$ cat config.mk
export PLATFORM = sky130hd
export DESIGN_NAME = netlist_bist_ctrl
export DESIGN_NICKNAME = d
export VERILOG_FILES = /design/src/rtl/netlist_bist_pkg.sv /design/src/rtl/netlist_bist_ctrl_misr.sv /design/src/rtl/netlist_bist_ctrl.sv
export SDC_FILE = /design/constraint.sdc
export NUM_CORES = 1
export LEC_CHECK = 0
export BUFFER_PORTS_ARGS = -buffer_cell sky130_fd_sc_hd__clkbuf_2
export CORE_MARGIN = 4
export CORE_UTILIZATION = 54
export CTS_CLUSTER_SIZE = 12
export DETAILED_ROUTE_END_ITERATION = 6
export HOLD_SLACK_MARGIN = 0.08
export PLACE_DENSITY_LB_ADDON = 0.08
export SYNTH_ARGS = -nofsm -noshare
export SYNTH_HDL_FRONTEND = slang
export SYNTH_SLANG_ARGS = --single-unit
$ cat constraint.sdc
create_clock -name clk -period 3 [get_ports clk]
set_input_delay 0.3 -clock clk [delete_from_list [all_inputs] [get_ports clk]]
set_output_delay 0.3 -clock clk [all_outputs]
set_load 0.05 [all_outputs]
$ cat src/rtl/netlist_bist_pkg.sv
// Shared types, default widths and LFSR/MISR feedback helpers for the
// netlist self-test controller.
package netlist_bist_pkg;

  localparam int NUM_IN_DEF   = 14;
  localparam int NUM_OUT_DEF  = 8;
  localparam int SIG_W_DEF    = 16;
  localparam int CNT_W_DEF    = 16;
  localparam int SETTLE_W_DEF = 4;

  // Tap masks as bit positions: LFSR x^14+x^5+x^3+x^1, MISR x^16+x^15+x^13+x^4
  localparam logic [13:0] LFSR_TAPS = 14'h2015;
  localparam logic [15:0] MISR_TAPS = 16'hD008;

  typedef enum logic [2:0] {
    ST_IDLE    = 3'd0,
    ST_LOAD    = 3'd1,
    ST_SETTLE  = 3'd2,
    ST_CAPTURE = 3'd3,
    ST_DONE    = 3'd4
  } bist_state_e;

  function automatic logic [13:0] lfsr_step(input logic [13:0] cur);
    return {cur[12:0], ^(cur & LFSR_TAPS)};
  endfunction

  function automatic logic [15:0] misr_step(input logic [15:0] cur,
                                            input logic [15:0] data);
    return {cur[14:0], ^(cur & MISR_TAPS)} ^ data;
  endfunction

endpackage

$ cat src/rtl/netlist_bist_ctrl_misr.sv
// Multiple-input signature register compressing netlist responses.
import netlist_bist_pkg::*;

module bist_misr #(
  parameter int SIG_W = SIG_W_DEF
) (
  input  logic             clk,
  input  logic             rst_n,
  input  logic             clr,
  input  logic             en,
  input  logic [SIG_W-1:0] data_in,
  output logic [SIG_W-1:0] sig
);

  logic [SIG_W-1:0] sig_q;
  logic [SIG_W-1:0] sig_d;

  // Next-signature selection: clear wins over a compress step
  always_comb begin
    sig_d = sig_q;
    if (clr) begin
      sig_d = '0;
    end else if (en) begin
      sig_d = misr_step(sig_q, data_in);
    end else begin
      sig_d = sig_q;
    end
  end

  always_ff @(posedge clk or negedge rst_n) begin
    if (!rst_n) begin
      sig_q <= '0;
    end else begin
      sig_q <= sig_d;
    end
  end

  assign sig = sig_q;

endmodule

$ cat src/rtl/netlist_bist_ctrl.sv
// BIST sequencer: LFSR patterns onto a combinational netlist, settle window,
// MISR compression of responses and golden-signature compare.
import netlist_bist_pkg::*;

module netlist_bist_ctrl #(
  parameter int NUM_IN   = NUM_IN_DEF,
  parameter int NUM_OUT  = NUM_OUT_DEF,
  parameter int SIG_W    = SIG_W_DEF,
  parameter int CNT_W    = CNT_W_DEF,
  parameter int SETTLE_W = SETTLE_W_DEF
) (
  input  logic                clk,
  input  logic                rst_n,
  input  logic                start,
  input  logic                abort,
  input  logic [CNT_W-1:0]    pattern_count,
  input  logic [SETTLE_W-1:0] settle_cycles,
  input  logic [NUM_IN-1:0]   seed,
  input  logic [SIG_W-1:0]    golden_sig,
  input  logic [NUM_OUT-1:0]  dut_out,
  output logic [NUM_IN-1:0]   dut_in,
  output logic                busy,
  output logic                done,
  output logic                pass,
  output logic [SIG_W-1:0]    signature,
  output logic [CNT_W-1:0]    patterns_done
);

  localparam logic [CNT_W-1:0]    CNT_ONE    = {{(CNT_W-1){1'b0}}, 1'b1};
  localparam logic [SETTLE_W-1:0] SETTLE_ONE = {{(SETTLE_W-1){1'b0}}, 1'b1};
  localparam logic [NUM_IN-1:0]   SEED_ONE   = {{(NUM_IN-1){1'b0}}, 1'b1};

  bist_state_e         state_q, state_d;
  logic [CNT_W-1:0]    n_q, n_d;
  logic [SETTLE_W-1:0] s_q, s_d;
  logic [NUM_IN-1:0]   seed_q, seed_d;
  logic [NUM_IN-1:0]   lfsr_q, lfsr_d;
  logic [CNT_W-1:0]    cnt_q, cnt_d;
  logic [SETTLE_W-1:0] settle_q, settle_d;
  logic                busy_q, busy_d;
  logic                done_q, done_d;
  logic                misr_clr_s;
  logic                misr_en_s;
  logic [CNT_W-1:0]    cnt_inc_s;
  logic [SIG_W-1:0]    dut_out_ext_s;
  logic [SIG_W-1:0]    sig_s;

  // Zero-extend netlist outputs to the signature width
  always_comb begin
    dut_out_ext_s = '0;
    dut_out_ext_s[NUM_OUT-1:0] = dut_out;
  end

  // Next-state, datapath and registered-output decode; abort beats any busy transition
  always_comb begin
    state_d    = state_q;
    n_d        = n_q;
    s_d        = s_q;
    seed_d     = seed_q;
    lfsr_d     = lfsr_q;
    cnt_d      = cnt_q;
    settle_d   = settle_q;
    misr_clr_s = 1'b0;
    misr_en_s  = 1'b0;
    cnt_inc_s  = cnt_q + CNT_ONE;
    case (state_q)
      ST_IDLE, ST_DONE: begin
        if (start) begin
          state_d = ST_LOAD;
          n_d     = pattern_count;
          s_d     = settle_cycles;
          seed_d  = seed;
        end else begin
          state_d = state_q;
        end
      end
      ST_LOAD: begin
        if (abort) begin
          state_d = ST_IDLE;
        end else begin
          lfsr_d     = (seed_q == '0) ? SEED_ONE : seed_q;
          misr_clr_s = 1'b1;
          cnt_d      = '0;
          settle_d   = '0;
          if (n_q == '0) begin
            state_d = ST_DONE;
          end else if (s_q == '0) begin
            state_d = ST_CAPTURE;
          end else begin
            state_d = ST_SETTLE;
          end
        end
      end
      ST_SETTLE: begin
        if (abort) begin
          state_d = ST_IDLE;
        end else begin
          settle_d = settle_q + SETTLE_ONE;
          if (settle_q == (s_q - SETTLE_ONE)) begin
            state_d = ST_CAPTURE;
          end else begin
            state_d = ST_SETTLE;
          end
        end
      end
      ST_CAPTURE: begin
        if (abort) begin
          state_d = ST_IDLE;
        end else begin
          misr_en_s = 1'b1;
          lfsr_d    = lfsr_step(lfsr_q);
          cnt_d     = cnt_inc_s;
          settle_d  = '0;
          if (cnt_inc_s == n_q) begin
            state_d = ST_DONE;
          end else if (s_q == '0) begin
            state_d = ST_CAPTURE;
          end else begin
            state_d = ST_SETTLE;
          end
        end
      end
      default: begin
        state_d = ST_IDLE;
      end
    endcase
    busy_d = (state_d == ST_LOAD) || (state_d == ST_SETTLE) || (state_d == ST_CAPTURE);
    done_d = (state_d == ST_DONE);
  end

  // State, latched run parameters, pattern generator and counters
  always_ff @(posedge clk or negedge rst_n) begin
    if (!rst_n) begin
      state_q  <= ST_IDLE;
      n_q      <= '0;
      s_q      <= '0;
      seed_q   <= '0;
      lfsr_q   <= '0;
      cnt_q    <= '0;
      settle_q <= '0;
      busy_q   <= 1'b0;
      done_q   <= 1'b0;
    end else begin
      state_q  <= state_d;
      n_q      <= n_d;
      s_q      <= s_d;
      seed_q   <= seed_d;
      lfsr_q   <= lfsr_d;
      cnt_q    <= cnt_d;
      settle_q <= settle_d;
      busy_q   <= busy_d;
      done_q   <= done_d;
    end
  end

  bist_misr #(
    .SIG_W (SIG_W)
  ) u_misr (
    .clk     (clk),
    .rst_n   (rst_n),
    .clr     (misr_clr_s),
    .en      (misr_en_s),
    .data_in (dut_out_ext_s),
    .sig     (sig_s)
  );

  assign dut_in        = lfsr_q;
  assign busy          = busy_q;
  assign done          = done_q;
  assign signature     = sig_s;
  assign patterns_done = cnt_q;
  assign pass          = done_q & (sig_s == golden_sig);

endmodule

After elaboration in Yosys (flattened, before gate mapping)
Cells that the tools add are included.
Storage, ports and cells
  logic and storage cells: 70
  output and inout bits: 49
  input bits: 62
  register bits: 89
Operators by class
  bitwise logic cells: 2
  reductions and logical operators: 16
  eq/ne operators: 15
  multiplexer cells: 24
  add/sub/neg operators: 3
Operators with widths (count)
  16-bit 2-to-1 mux: 4
  14-bit 2-to-1 mux: 3
  16-bit equality test: 2
  16-bit one-hot mux with 2 select lines: 1
  14-bit one-hot mux with 2 select lines: 1
  16-bit by 1-bit adder with 16-bit output (second input constant): 1
  16-bit zero test: 1
  16-bit parity: 1
  16-bit by 8-bit bitwise XOR with 16-bit output: 1
  3-bit 2-to-1 mux: 5
  14-bit zero test: 1
  14-bit parity: 1
  3-bit by 2-bit equality test with 1-bit output (second input constant): 4
  3-bit one-hot mux with 4 select lines: 1
  4-bit 2-to-1 mux: 2
  2-bit inequality test (second input constant): 4
  4-bit one-hot mux with 2 select lines: 1
  3-bit by 1-bit equality test with 1-bit output (second input constant): 2
  3-bit equality test (second input constant): 2
  3-bit AND reduction: 2
  2-bit nonzero test: 3
  1-bit 2-to-1 mux: 5
  4-bit by 1-bit adder with 4-bit output (second input constant): 1
  4-bit equality test: 1
  other kinds (8): 10

Logic depth before layout (Yosys ltp)
  depth after elaboration: 8
  mapped depth: 9
  gate-level depth less buffers: 7

Hierarchy
A second synthesis with hierarchy kept.
Second synthesis, totals
  cells, all modules: 483
  area total of the unflattened synthesis: 4931.0 µm²
By module, submodules not included
  netlist_bist_ctrl: cells an instance 410, area each 4137.7 µm², sequential area each 1826.8 µm², instances 1
  bist_misr: cells an instance 73, area each 793.3 µm², sequential area each 400.4 µm², instances 1

Worst setup path after synthesis
Ideal clock, no wire load.
  path type: flip-flop to output port
  start point: register u_misr.sig_q[9] (netlist: u_misr.sig[9])
  end point: output port pass
  slack: 5 ps
  path buffers: 0
  required time: 2700 ps
  cell stages (with the launch flop): 5
  arrival time: 2695 ps
  cells stage by stage: dfrtp_1 xor2_1 nor4_1 nand4_1 nor4_1
On the way
  word-level cells in the longest chain between the ends: 2
Ends and longest elaborated chain
  start: declaration: RTL line netlist_bist_ctrl_misr.sv:15  | logic [SIG_W-1:0] sig_q;
  start signal: assignment: RTL line netlist_bist_ctrl_misr.sv:34  | sig_q <= sig_d;
  16-bit equality test: RTL line netlist_bist_ctrl.sv:172  | assign pass = done_q & (sig_s == golden_sig);
  1-bit AND: RTL line netlist_bist_ctrl.sv:172
  end: declaration: RTL line netlist_bist_ctrl.sv:24  | output logic pass,
No other way between the ends.

Worst setup path in the final report
  start point: register cnt_q[0] (netlist: patterns_done[0])
  end point: register state_q[0]
On the way
  word-level cells in the longest chain between the ends: 5
Ends and longest elaborated chain
  start: declaration: RTL line netlist_bist_ctrl.sv:38  | logic [CNT_W-1:0] cnt_q, cnt_d;
  start signal: assignment: RTL line netlist_bist_ctrl.sv:149  | cnt_q <= cnt_d;
  16-bit by 1-bit adder with 16-bit output: RTL line netlist_bist_ctrl.sv:65  | cnt_inc_s = cnt_q + CNT_ONE;
  16-bit equality test: RTL line netlist_bist_ctrl.sv:114  | if (cnt_inc_s == n_q) begin
  3-bit 2-to-1 mux: RTL line netlist_bist_ctrl.sv:114
  3-bit 2-to-1 mux: RTL line netlist_bist_ctrl.sv:107  | if (abort) begin
  3-bit one-hot mux with 4 select lines: RTL line netlist_bist_ctrl.sv:66  | case (state_q)
  via state_d[0]: RTL line netlist_bist_ctrl.sv:33  | bist_state_e state_q, state_d;
  end signal: assignment: RTL line netlist_bist_ctrl.sv:144  | state_q <= state_d;
  end: declaration: RTL line netlist_bist_ctrl.sv:33
The timed path passes the listed nets, and every way through them passes these cells.
A chain may end at the register's enable or synchronous reset.

==> results.md <==
- Synth top area share: roughly 47%
- Part of the cycle the worst path needs: ~83%
- Setup Fix Bufs, Post-CTS: 0
- Critical path capture point: state_q[0]
- Max-Cap Viols: 0
- Post-synth EDFFs: 0
- Worst-Margin Slew: between 0.9 and 1 ns
- Grt total ovfl: 0
- Via count: approximately 3800
- HP Class: in -> reg
- FF+latch count, synth: just under 90
- Initial antenna violation count: 0
- Final Hold Viols: 0
- Chip height: 101.3 µm
- Later-pin clock latency in the skew report: around 0.36 ns
- Worst r2r path cells: 7
- Rel. slew slack: 36.55%
- Gr busiest metal: met2
- Crit Path Class: reg -> reg
- Min cycle time layout: 2.497 ns
- # DRC: 0
- Clock root cell: clkbuf_8
- Final TNS setup: 0 ns
- First-pass GRT wire length: around 19000 µm
- Die X: 101.3 µm
- Post-DP HPWL: between 8000 and 9000 µm
- CTS tree: done
- Reg2reg end: state_q[0]
- Mapped Area: 4701 µm²
- Initial Utilization: between 50% and 60%
- Top_reg_cell synth: dfrtp_1
- Syn_nets: ~510
- Routed wire length: ~11000 µm
- Syn avg cell area: around 11 µm²
- Clock slew seen by the registers of the worst setup and hold paths: 0.08 ns
- GR Util met1: 32.72%
- Pre-antenna DRT Iters: 4
- Initial DRC Count: about 170
- Reg-to-reg slack, setup: 0.50 ns
- Post-synthesis sequential area ratio: ~47%
- Most common cell in the synthesized netlist: dfrtp_1
- IO Port Bufs: 110
- Unrepaired setup endpoints after global routing: no
- Met3 usage: roughly 3.5%
- Yosys warning total: 0
- Die area: between 10000 and 15000 µm²
- Dpl ws: 0.5072 ns
- WP data arrival: around 2.7 ns
- Status: finished clean
- Top Ports: between 100 and 150
- Largest cells by area after synthesis: dfrtp_1 (47%), xnor2_1 (7.8%), mux2_2 (7.7%)
- Vias in the first global route: approximately 3700
- Synth async-reset ratio: 100.0%
- Cts bufs inserted: 9
- WL/cell: roughly 17 µm
- Max Fclk: ~400 MHz
- GRT Resource Usage Total: a little under a quarter
- CP Data Required Time: around 3.2 ns
- Synth cell types: just under 50
- Largest net degree at the start of global routing: 62
- Reg2reg start: patterns_done[0]
- Final setup fails: 0
- Worst setup SP type: register
- Final Max Tran Viols: 0
- Leak pwr: between 2 and 3 nW
- Power per cell area: between 900 and 1000 nW/µm²
- Placement Rows: 33
- Nets: around 600
- CP endpoint kind: register
- Crit path from: patterns_done[0]
- Placed Area: between 5000 and 6000 µm²
- Antenna-violating nets left: 0
- Core footprint: approximately 8300 µm²
- Peak VDD IR: roughly 0.65 mV
- Inserted Diodes: 0
- Yosys top cell by area: dfrtp_1
- GP Congestion: 0.8615
- Crit path max fanout: 10
- Clock sinks: roughly 90
- Final instance area: ~5600 µm²
- Commonest cells post-synth: dfrtp_1 (89), nand2_1 (44), xnor2_1 (42)
- Synthesis-to-finish area growth: 18.45%
- H-Tree Depth: 3
- Grt met2 use: a little over a third
- Via density: a little under 6
- Clk_skew: approximately 0.011 ns
- Worst setup margin: just over 0.5 ns
- CTS Buffer Depth: 2
- Cells after Synth: 440
- Ratio of cells with drive above 1 in the final layout: around a third
[sequential cells by signal, summed over array words and instances, names as in the netlist]
signal         cells
done               1
n_q               16
patterns_done     16
u_misr.sig        16
seed_q            14
dut_in            14
settle_q           4
s_q                4
busy               1
state_q            3
[per-stage QoR]
stage	std cells	util [%]	hold slack, ns	power, mW
after floorplan	440	-	0.004409	3.875
after global placement	636	63.88	0.4171	4.435
after detailed placement	636	63.88	0.4199	4.512
after CTS	653	66.76	0.1341	5.460
after global routing	653	66.76	0.1474	5.753
final	653	66.76	0.1456	5.424
[routing by layer]
metal	share of wire (%)	wire, µm	vias to the layer above
li1	-	-	1805
met1	46	5162	1868
met2	47	5309	107
met3	5.6	629	19
met4	1.8	202	0
met5	0	0	-
[report_power, final]
group          switching, mW  internal [mW]
Sequential             0.502           1.64
Clock                  0.425          0.515
Combinational           1.40          0.941
[worst max-delay path, stage by stage (launching register included)]
cell,delay [ns]
dfrtp_1,0.48
ha_1,0.29
and3_1,0.39
nor3b_1,0.10
a2111oi_0,0.49
nand4_2,0.22
nor4_1,0.31
o21ai_1,0.11
[timing repair]
item,4_1_cts,5_1_grt
hold endpoints to repair,59,0
endpoints found under the setup margin,0,0
resized for setup,0,0
hold buffers,1,0
[cells by family after synthesis]
family / share of synthesized area, %
and+or+nand+nor: 15.01
xor gates and xnor gates: 11.18
DFF: 47.38
adders and majority gates: 1.065
AOI/OAI and AO/OA: 13.36
muxes: 8.943
buffers and inverters: 3.061
[cells in the final DEF (no fill, tap or decap), types with 12 or more instances in the layout]
cell type,n
mux2_2,32
xor2_1,18
dfrtp_1,89
clkbuf_2,109
xnor2_1,42
nand2_1,44
o21ai_0,37
nor2_1,12
[worst min path at each step]
stage	startpoint	endpoint	cells past startpoint
2_1_floorplan	rst_n	busy	0
3_3_place_gp	rst_n	u_misr.sig[6]	1
3_5_place_dp	rst_n	u_misr.sig[6]	1
4_1_cts	settle_cycles[1]	s_q[1]	3
5_1_grt	settle_cycles[0]	s_q[0]	3
6_report	settle_cycles[1]	s_q[1]	3
[cell type report]
cell class	instances	area, µm²
fillers	694	2773
multi-input cells	319	2337
flip-flops and latches	89	2227
repair buffers	119	623.1
clock buffers	12	155.1
well taps	105	131.4
clock inverters	4	75.07
inverters	5	18.77
Note: power is estimated with default switching activity, not from simulation.
